--- config.mk ---
export PLATFORM = sky130hd
export DESIGN_NAME = pyrm_imem_arb
export DESIGN_NICKNAME = d
export VERILOG_FILES = /design/src/rtl/pyrm_imem_pkg.sv /design/src/rtl/pyrm_imem_resp_buf.sv /design/src/rtl/pyrm_imem_arb.sv
export SDC_FILE = /design/constraint.sdc
export NUM_CORES = 1
export LEC_CHECK = 0
export BUFFER_PORTS_ARGS = -buffer_cell sky130_fd_sc_hd__buf_2
export CORE_MARGIN = 3
export CORE_UTILIZATION = 40
export CTS_CLUSTER_SIZE = 10
export DETAILED_ROUTE_END_ITERATION = 7
export PLACE_DENSITY = 0.66
export SLEW_MARGIN = 25
export SYNTH_ARGS = -nofsm -noshare
export SYNTH_HDL_FRONTEND = slang
export SYNTH_HIERARCHICAL = 1
export SYNTH_SLANG_ARGS = --single-unit
--- constraint.sdc ---
create_clock -name clk -period 6.7 [get_ports clk]
set_clock_uncertainty 0.1 [all_clocks]
set_input_delay 0 -clock clk [delete_from_list [all_inputs] [get_ports clk]]
set_output_delay 0 -clock clk [all_outputs]
set_load 0.01 [all_outputs]
--- src/rtl/pyrm_imem_pkg.sv ---
// Shared types and defaults for the instruction-memory arbiter and its
// per-requester response buffers.
package pyrm_imem_pkg;

    typedef enum logic {
        REQ_FETCH = 1'b0,
        REQ_LOAD  = 1'b1
    } req_id_e;

    localparam int MEM_AW_DEF       = 14;
    localparam int STARVE_LIMIT_DEF = 4;
    localparam int RESP_DEPTH       = 2;
    localparam int CNT_W            = 2;

endpackage

--- src/rtl/pyrm_imem_resp_buf.sv ---
// Two-entry response FIFO with a valid/retry output port; one instance per
// read requester.
module pyrm_imem_resp_buf
    import pyrm_imem_pkg::*;
(
    input  logic             clk,
    input  logic             rst_n,
    input  logic             push,
    input  logic [31:0]      push_data,
    input  logic             resp_retry,
    output logic             resp_valid,
    output logic [31:0]      resp_data,
    output logic             pop,
    output logic [CNT_W-1:0] cnt
);

    logic [31:0] entry [RESP_DEPTH];
    logic        rd_ptr;
    logic        wr_ptr;
    logic        push_ok;

    assign resp_valid = (cnt != '0);
    assign resp_data  = resp_valid ? entry[rd_ptr] : '0;
    assign pop        = resp_valid && !resp_retry;
    // The arbiter never over-issues, but a push into a full, non-draining
    // buffer is still dropped rather than corrupting the head.
    assign push_ok    = push && ((cnt != CNT_W'(RESP_DEPTH)) || pop);

    always_ff @(posedge clk or negedge rst_n) begin
        if (!rst_n) begin
            cnt    <= '0;
            rd_ptr <= 1'b0;
            wr_ptr <= 1'b0;
            for (int i = 0; i < RESP_DEPTH; i++) begin
                entry[i] <= '0;
            end
        end else begin
            if (push_ok) begin
                entry[wr_ptr] <= push_data;
                wr_ptr        <= ~wr_ptr;
            end
            if (pop) begin
                rd_ptr <= ~rd_ptr;
            end
            case ({push_ok, pop})
                2'b10:   cnt <= cnt + CNT_W'(1);
                2'b01:   cnt <= cnt - CNT_W'(1);
                default: cnt <= cnt;
            endcase
        end
    end

endmodule

--- src/rtl/pyrm_imem_arb.sv ---
// Instruction-SRAM port arbiter between the fetch path and the loader/debug
// path, with starvation protection and per-requester ordered responses.
module pyrm_imem_arb
    import pyrm_imem_pkg::*;
#(
    parameter int STARVE_LIMIT = STARVE_LIMIT_DEF,
    parameter int MEM_AW       = MEM_AW_DEF
) (
    input  logic              clk,
    input  logic              reset_n_pyri,
    input  logic              fetch_req_valid_pyri,
    input  logic [63:0]       fetch_req_addr_pyri,
    output logic              fetch_req_retry_pyro,
    output logic [31:0]       fetch_resp_data_pyro,
    output logic              fetch_resp_valid_pyro,
    input  logic              fetch_resp_retry_pyri,
    input  logic              ld_req_valid_pyri,
    input  logic              ld_req_we_pyri,
    input  logic [63:0]       ld_req_addr_pyri,
    input  logic [31:0]       ld_req_wdata_pyri,
    output logic              ld_req_retry_pyro,
    output logic [31:0]       ld_resp_data_pyro,
    output logic              ld_resp_valid_pyro,
    input  logic              ld_resp_retry_pyri,
    output logic              mem_req_valid_pyro,
    output logic              mem_we_pyro,
    output logic [MEM_AW-1:0] mem_addr_pyro,
    output logic [31:0]       mem_wdata_pyro,
    input  logic [31:0]       mem_rdata_pyri
);

    localparam int SW = (STARVE_LIMIT > 0) ? $clog2(STARVE_LIMIT + 1) : 1;

    logic [SW-1:0]     starve_cnt;
    logic              inflight;
    req_id_e           inflight_owner;
    logic [CNT_W-1:0]  f_cnt;
    logic [CNT_W-1:0]  l_cnt;
    logic              f_pop;
    logic              l_pop;
    logic              f_push;
    logic              l_push;
    logic [2:0]        f_load;
    logic [2:0]        l_load;
    logic              f_elig;
    logic              l_elig;
    logic              f_cand;
    logic              l_cand;
    logic              starve_hit;
    logic              f_grant;
    logic              l_grant;
    logic              rd_grant;
    logic              unused_addr_bits;

    assign f_push = inflight && (inflight_owner == REQ_FETCH);
    assign l_push = inflight && (inflight_owner == REQ_LOAD);

    assign unused_addr_bits = ^{fetch_req_addr_pyri[63:MEM_AW+2], fetch_req_addr_pyri[1:0],
                                ld_req_addr_pyri[63:MEM_AW+2], ld_req_addr_pyri[1:0]};

    pyrm_imem_resp_buf u_fetch_buf (
        .clk        (clk),
        .rst_n      (reset_n_pyri),
        .push       (f_push),
        .push_data  (mem_rdata_pyri),
        .resp_retry (fetch_resp_retry_pyri),
        .resp_valid (fetch_resp_valid_pyro),
        .resp_data  (fetch_resp_data_pyro),
        .pop        (f_pop),
        .cnt        (f_cnt)
    );

    pyrm_imem_resp_buf u_ld_buf (
        .clk        (clk),
        .rst_n      (reset_n_pyri),
        .push       (l_push),
        .push_data  (mem_rdata_pyri),
        .resp_retry (ld_resp_retry_pyri),
        .resp_valid (ld_resp_valid_pyro),
        .resp_data  (ld_resp_data_pyro),
        .pop        (l_pop),
        .cnt        (l_cnt)
    );

    // A read may only be granted if its buffer is guaranteed a free slot when
    // the data lands; nothing is granted while reset is held.
    always_comb begin
        f_load     = {1'b0, f_cnt} + {2'b00, f_push} - {2'b00, f_pop};
        l_load     = {1'b0, l_cnt} + {2'b00, l_push} - {2'b00, l_pop};
        f_elig     = (f_load < 3'(RESP_DEPTH));
        l_elig     = ld_req_we_pyri || (l_load < 3'(RESP_DEPTH));
        f_cand     = reset_n_pyri && fetch_req_valid_pyri && f_elig;
        l_cand     = reset_n_pyri && ld_req_valid_pyri && l_elig;
        starve_hit = (starve_cnt == SW'(STARVE_LIMIT));
        l_grant    = l_cand && (!f_cand || starve_hit);
        f_grant    = f_cand && !l_grant;
        rd_grant   = f_grant || (l_grant && !ld_req_we_pyri);

        fetch_req_retry_pyro = !f_grant;
        ld_req_retry_pyro    = !l_grant;
        mem_req_valid_pyro   = f_grant || l_grant;
        mem_we_pyro          = l_grant && ld_req_we_pyri;
        mem_addr_pyro        = '0;
        mem_wdata_pyro       = '0;
        if (l_grant) begin
            mem_addr_pyro = ld_req_addr_pyri[MEM_AW+1:2];
            if (ld_req_we_pyri) begin
                mem_wdata_pyro = ld_req_wdata_pyri;
            end
        end else if (f_grant) begin
            mem_addr_pyro = fetch_req_addr_pyri[MEM_AW+1:2];
        end
    end

    always_ff @(posedge clk or negedge reset_n_pyri) begin
        if (!reset_n_pyri) begin
            inflight       <= 1'b0;
            inflight_owner <= REQ_FETCH;
        end else begin
            inflight       <= rd_grant;
            inflight_owner <= l_grant ? REQ_LOAD : REQ_FETCH;
        end
    end

    // An eligible loader that is not granted has necessarily lost to fetch.
    always_ff @(posedge clk or negedge reset_n_pyri) begin
        if (!reset_n_pyri) begin
            starve_cnt <= '0;
        end else if (l_grant) begin
            starve_cnt <= '0;
        end else if (l_cand && !starve_hit) begin
            starve_cnt <= starve_cnt + SW'(1);
        end
    end

endmodule
After elaboration in Yosys (flattened, before gate mapping)
Cells that the tools add are included.
{"block": "word_totals", "inputBits": 199, "word_cells": 104, "ff_bits": 141}
{"block": "classes", "bitwise": 9, "n_eq_ne": 7, "n_addsub": 9, "n_mux": 23, "n_reduce_logical": 35, "n_lt_le_gt_ge": 8}
{"operator": "32-bit 2-to-1 mux", "n": 12}
{"operator": "64-bit bitwise mux", "n": 2}
{"operator": "32-bit demux with 1-bit select", "n": 2}
{"operator": "14-bit 2-to-1 mux", "n": 2}
{"operator": "1-bit logical AND", "n": 17}
{"operator": "2-bit nonzero test", "n": 5}
{"operator": "2-bit >= comparator (second input constant)", "n": 4}
{"operator": "1-bit NOT with 2-bit output", "n": 4}
{"operator": "2-bit one-hot mux with 2 select lines", "n": 2}
{"operator": "1-bit logical NOT", "n": 7}
{"operator": "2-bit by 1-bit adder with 3-bit output", "n": 2}
{"operator": "1-bit logical OR", "n": 6}
{"operator": "3-bit by 2-bit less-than comparator with 1-bit output (second input constant)", "n": 2}
{"operator": "3-bit 2-to-1 mux", "n": 2}
{"operator": "3-bit by 1-bit subtractor with 3-bit output", "n": 2}
{"operator": "1-bit NOT", "n": 5}
{"operator": "2-bit by 1-bit adder with 2-bit output (second input constant)", "n": 2}
{"operator": "2-bit by 1-bit equality test with 1-bit output (second input constant)", "n": 2}
{"operator": "2-bit equality test (second input constant)", "n": 2}
{"operator": "2-bit by 1-bit less-than comparator with 1-bit output (second input constant)", "n": 2}
{"operator": "2-bit != test (second input constant)", "n": 2}
{"operator": "2-bit by 1-bit subtractor with 2-bit output (second input constant)", "n": 2}
{"operator": "3-bit by 1-bit adder with 3-bit output (second input constant)", "n": 1}
{"operator": "3-bit equality test (second input constant)", "n": 1}
{"operator": "1-bit 2-to-1 mux", "n": 1}

Longest topological paths before layout
{"block": "logic_depth", "depth_word": 13, "depth_mapped": 11, "mapped_depth_nobuf": 9}

Modules after synthesis
The synthesis kept the hierarchy.
{"mod": "pyrm_imem_resp_buf at u_ld_buf", "n_inst": 1, "seq_area_each_um2": 1701.6, "cells_per_inst": 224, "area_per_inst_um2": 3183.1}
{"mod": "pyrm_imem_resp_buf at u_fetch_buf", "n_inst": 1, "seq_area_each_um2": 1701.6, "cells_per_inst": 231, "area_per_inst_um2": 3085.5}
{"mod": "pyrm_imem_arb", "n_inst": 1, "seq_area_each_um2": 125.1, "cells_per_inst": 100, "area_per_inst_um2": 869.6}

Worst setup path before layout
OpenSTA, ideal clock, no wires.
{"block": "synth_timing", "path_type": "reg2out", "start": "reg u_fetch_buf.cnt[1]", "end": "out mem_addr_pyro[10]", "required_time_ns": 6.600, "path_stages_with_launch": 12, "arrival_ns": 2.701, "setup_slack_ns": 3.899, "cell_sequence": "dfrtp_1 -> nor2_1 -> nor2_1 -> ha_1 -> nand2b_1 -> fa_1 -> xor2_1 -> or2_1 -> buf_6 -> a21oi_4 -> buf_6 -> a22o_1"}
{"block": "synth_via", "elab_chain_cells": 12, "elab_cells_between_ends": 13, "cone_classes": "add/sub: 2; order compare: 1; mux: 2; reduce/logical: 8"}
{"element": "start, declared", "line_no": "pyrm_imem_resp_buf.sv:14", "text": "output logic [CNT_W-1:0] cnt"}
{"element": "start signal, assigned", "line_no": "pyrm_imem_resp_buf.sv:46", "text": "2'b10: cnt <= cnt + CNT_W'(1);"}
{"element": "start signal, assigned", "line_no": "pyrm_imem_resp_buf.sv:47", "text": "2'b01: cnt <= cnt - CNT_W'(1);"}
{"element": "start signal, assigned", "line_no": "pyrm_imem_resp_buf.sv:48", "text": "default: cnt <= cnt;"}
{"element": "2-bit nonzero test (*)", "line_no": "pyrm_imem_resp_buf.sv:22", "text": "assign resp_valid = (cnt != '0);"}
{"element": "1-bit logical AND (*)", "line_no": "pyrm_imem_resp_buf.sv:24", "text": "assign pop = resp_valid && !resp_retry;"}
{"element": "via f_pop", "line_no": "pyrm_imem_arb.sv:39", "text": "logic f_pop;"}
{"element": "3-bit by 1-bit subtractor with 3-bit output (*)", "line_no": "pyrm_imem_arb.sv:88", "text": "f_load = {1'b0, f_cnt} + {2'b00, f_push} - {2'b00, f_pop};"}
{"element": "3-bit by 2-bit less-than comparator with 1-bit output (*)", "line_no": "pyrm_imem_arb.sv:90", "text": "f_elig = (f_load < 3'(RESP_DEPTH));"}
{"element": "1-bit logical AND (*)", "line_no": "pyrm_imem_arb.sv:92", "text": "f_cand = reset_n_pyri && fetch_req_valid_pyri && f_elig;"}
{"element": "1-bit logical NOT", "line_no": "pyrm_imem_arb.sv:95", "text": "l_grant = l_cand && (!f_cand || starve_hit);"}
{"element": "1-bit logical OR", "line_no": "pyrm_imem_arb.sv:95"}
{"element": "1-bit logical AND", "line_no": "pyrm_imem_arb.sv:95"}
{"element": "1-bit logical NOT", "line_no": "pyrm_imem_arb.sv:96", "text": "f_grant = f_cand && !l_grant;"}
{"element": "1-bit logical AND", "line_no": "pyrm_imem_arb.sv:96"}
{"element": "14-bit 2-to-1 mux", "line_no": "pyrm_imem_arb.sv:110", "text": "end else if (f_grant) begin"}
{"element": "14-bit 2-to-1 mux (*)", "line_no": "pyrm_imem_arb.sv:105", "text": "if (l_grant) begin"}
{"element": "end, declared", "line_no": "pyrm_imem_arb.sv:27", "text": "output logic [MEM_AW-1:0] mem_addr_pyro,"}
Mark *: on every way through the listed nets, which the timed path passes. The rest lies on a longest branch.

Worst setup path in the final report
{"block": "layout_timing", "start": "reg u_fetch_buf.cnt[1]", "end": "out mem_wdata_pyro[5]"}
{"block": "layout_via", "elab_chain_cells": 9, "elab_cells_between_ends": 10, "cone_classes": "add/sub: 2; order compare: 1; mux: 1; reduce/logical: 6"}
{"element": "2-bit nonzero test", "line_no": "pyrm_imem_resp_buf.sv:22"}
{"element": "1-bit logical AND", "line_no": "pyrm_imem_resp_buf.sv:24"}
{"element": "via f_pop", "line_no": "pyrm_imem_arb.sv:39"}
{"element": "3-bit by 1-bit subtractor with 3-bit output", "line_no": "pyrm_imem_arb.sv:88"}
{"element": "3-bit by 2-bit less-than comparator with 1-bit output", "line_no": "pyrm_imem_arb.sv:90"}
{"element": "1-bit logical AND", "line_no": "pyrm_imem_arb.sv:92"}
{"element": "1-bit logical NOT", "line_no": "pyrm_imem_arb.sv:95"}
{"element": "1-bit logical OR", "line_no": "pyrm_imem_arb.sv:95"}
{"element": "1-bit logical AND", "line_no": "pyrm_imem_arb.sv:95"}
{"element": "32-bit 2-to-1 mux", "line_no": "pyrm_imem_arb.sv:105"}
{"element": "end, declared", "line_no": "pyrm_imem_arb.sv:28", "text": "output logic [31:0] mem_wdata_pyro,"}
The timed path passes the listed nets, and every way through them passes these cells.

==> flow_summary_export.csv <==
group,metric,value,unit
sta,worst_pin_slew,0.821,ns
logic_synthesis,seq_area_frac_synth,0.494,
logic_synthesis,netlist_area,7140,sq um
detailed_routing,wl_per_cell,17.7,um
floorplan,coreArea,17400,sq um
logic_synthesis,synth_top_area_frac,0.494,
pwr,leakage,0.00475,uW
grt,antenna_found_initial,3,
worst_hold_path,min-delay-path-class,"in -> async",
clock_tree,cts_tree,"built",
pwr,internal-power,2870,uW
layout,seqCellArea,3530,sq um
layout,layout-drive-gt1-share,0.482,
floorplan,die_y,140,um
worst_setup_path,critical_path.max_fanout,33,
logic_synthesis,synthXorXnorAreaFrac,0.0110,
placement,placed_cell_area,8340,sq um
sta,finalMaxSlewViolations,0,
clock_tree,cts.sinks,141,
logic_synthesis,ys.flop_type,"dfrtp_1",
worst_setup_path,start_kind,"flip-flop",
logic_synthesis,synthDistinctLibCells,45,
layout,nets,1007,
worst_setup_path,worst_r2r_path_depth,10,
detailed_routing,post-route-drc-count,0,
detailed_routing,detail-route-antenna-nets,0,
sta,hold_viol_final,0,
logic_synthesis,synth_compound_gate_area_share,0.0344,
pwr,p_switching,1550,uW
grt,grt_pass1_wl,29300,um
detailed_routing,vias_per_cell,4.96,
floorplan,initial_core_util,0.411,
detailed_routing,wl,18400,um
clock_tree,ctsLongestPathBuffers,2,
grt,overflow,0,
logic_synthesis,synth_top_family_by_area,"multiplexers",
layout,final_common_cell,"buf_2",
worst_setup_path,regToRegStartpoint,"u_ld_buf/cnt[1]$_DFFE_PN0P_",
pwr,power.density,469,nW/um^2
clock_tree,cts_root_buf,"clkbuf_16",
grt,grt_max_degree,76,
floorplan,num_io_pins,315,
floorplan,die_area,19500,sq um
layout,fin_area,9420,sq um
logic_synthesis,syn_inst,555,
logic_synthesis,synth-simple-area-share,0.0973,
placement,port_buffers,214,
layout,mostFrequentLayoutCells,"buf_2 (213), dfrtp_1 (139), mux2_2 (92)",
clock_tree,post_cts_buffers,0,
detailed_routing,drtIter0Drc,194,
clock_tree,path_clk_slew,0.06,ns
placement,dp_hpwl,12100,um
sta,rsz0062_at_grt,"false",
layout,fin_util,0.543,
grt,grt_pass1_vias,5564,
clock_tree,numCtsBuffers,17,
status,status,"finished clean",
worst_setup_path,path_class,"reg -> out",
floorplan,rows,48,
sta,finalSetupViolCount,0,
logic_synthesis,synth_seq_cells,141,
worst_setup_path,worstSetupEndpointType,"output port",
detailed_routing,via_count,5159,
worst_setup_path,timing.rr.end,"starve_cnt[0]$_DFFE_PN0P_",
logic_synthesis,postSynth.asyncResetShare,1.00,
pwr,fin_total_pwr,4420,uW
layout,multi_input_area,3340,sq um
sta,fmax,250,MHz
placement,pre_cts_slack,2.60,ns
grt,grt_use_total,0.190,
logic_synthesis,avgSynthCellArea,12.9,sq um
worst_setup_path,regToRegSetupSlack,3.09,ns
logic_synthesis,yosys.area.top_type,"dfrtp_1",
detailed_routing,drt-pass1-iter-count,4,
sta,finalCriticalPeriod,4.00,ns
floorplan,die_x,140,um
worst_setup_path,required,6.60,ns
pwr,clockPowerShare,0.222,
pwr,seqPwrFrac,0.338,
logic_synthesis,synth_edf_count,0,
pwr,swShare,0.351,
sta,finalCritPeriodShare,0.597,
sta,max-slew-margin-rel,0.452,
logic_synthesis,muxShareOfSynthArea,0.307,
sta,setup_slack,2.70,ns
worst_setup_path,critPathArrivalTime,3.90,ns
logic_synthesis,synth_warnings,6,
sta,fin_setup_tns,0,ns
job,maxCapViolCount,0,
pwr,combPwrFrac,0.440,
clock_tree,clock_latency,0.41,ns
clock_tree,htreeDepth,4,
layout,fillers,1517,
logic_synthesis,yosys-top-cells-area,"dfrtp_1 (49%), mux2_2 (15%), mux2i_1 (9.0%)",
placement,place.gp.congestion,0.905,
pwr,ir_drop,0.320,mV
layout,area_growth,31.9,%
logic_synthesis,synth_fa_ha_area_frac,0.0144,
logic_synthesis,synth_fp_nets,761,
what timing repair did:
item	4_1_cts	5_1_grt
setup endpoints to repair	0	0
hold buffers	40	0
hold endpoints to repair	202	0
resized for setup	0	0
cells by family after synthesis:
kind of cell,after synthesis
xor gates and xnor gates,9
AOI/OAI and AO/OA,30
DFF,141
buffers and inverters,46
adders and majority gates,7
and+or+nand+nor,130
muxes,192
cells in the mapped netlist (5+ instances only):
library cell	instances
nand2_1	5
buf_6	13
and2_1	32
ha_1	5
xnor2_1	5
a22o_1	9
dfrtp_1	141
nor2_1	71
buf_2	10
mux2_1	6
clkbuf_1	8
mux2i_1	64
mux2_2	92
inv_1	12
a22o_2	5
mux2_4	30
area by class of cell:
cell class	count	area share
sequential	141	0.375
timing repair buffer	261	0.169
multi-input combinational	368	0.355
clock inverter	10	0.0175
inverter	12	0.00478
clock buffer	21	0.0478
tap	225	0.0299
antenna	2	0.000531
critical path, cell delays in order, from the launching register on:
cell and delay [ns]:
dfrtp_1 0.49, nor2_4 0.47, nor2_1 0.14, ha_1 0.31, nand2b_1 0.16, fa_1 0.39
xor2_1 0.30, nor3b_4 0.12, nor3b_4 0.72, and2_1 0.26, buf_2 0.14
flip-flops by register name, indices dropped and copies added (netlist names):
| register | count |
|---|---|
| u_fetch_buf/entry | 64 |
| u_ld_buf/cnt | 2 |
| u_fetch_buf/cnt | 2 |
| u_ld_buf/wr_ptr | 1 |
| inflight | 1 |
| u_fetch_buf/rd_ptr | 1 |
| inflight_owner | 1 |
| u_ld_buf/rd_ptr | 1 |
| u_fetch_buf/wr_ptr | 1 |
| u_ld_buf/entry | 64 |
| starve_cnt | 3 |
per-layer routing:
metal  wire [um]  GRT usage  share of wire  vias up
li1            -          -              -     2414
met1        7460      0.228           0.41     2546
met2        9430      0.335           0.51      176
met3        1220     0.0564          0.066       23
met4         260     0.0490          0.014        0
met5           0          0              0        -
metrics by stage:
stage	cells	hold slack, ns
floorplan	555	-0.396
global placement	964	-0.0643
detailed placement	965	-0.0494
CTS	1036	0.0844
global route	1039	0.0984
finish	1040	0.0460
worst max-delay path by stage:
stage | cells past startpoint | endpoint | from | slack [ns]
finish | 10 | mem_wdata_pyro[5] | u_fetch_buf/cnt[1]$_DFFE_PN0P_ | 2.70
CTS | 10 | mem_wdata_pyro[9] | u_fetch_buf/cnt[1]$_DFFE_PN0P_ | 2.15
floorplan | 11 | mem_addr_pyro[10] | u_fetch_buf/cnt[1]$_DFFE_PN0P_ | 3.90
global placement | 10 | mem_wdata_pyro[3] | u_fetch_buf/cnt[1]$_DFFE_PN0P_ | 2.78
detailed placement | 10 | mem_wdata_pyro[9] | u_fetch_buf/cnt[1]$_DFFE_PN0P_ | 2.60
global route | 10 | mem_wdata_pyro[3] | u_fetch_buf/cnt[1]$_DFFE_PN0P_ | 2.31
power by group through the flow:
| stage | clock network [uW] | logic, uW | registers [uW] |
|---|---|---|---|
| 6_report | 979 | 1950 | 1490 |
| 5_1_grt | 1040 | 2120 | 1550 |
| 4_1_cts | 1000 | 1930 | 1500 |
| 3_5_place_dp | 0 | 1890 | 1510 |
| 3_3_place_gp | 0 | 1840 | 1480 |
| 2_1_floorplan | 0 | 1360 | 1410 |
No activity file was read; power rests on OpenSTA's default activity.
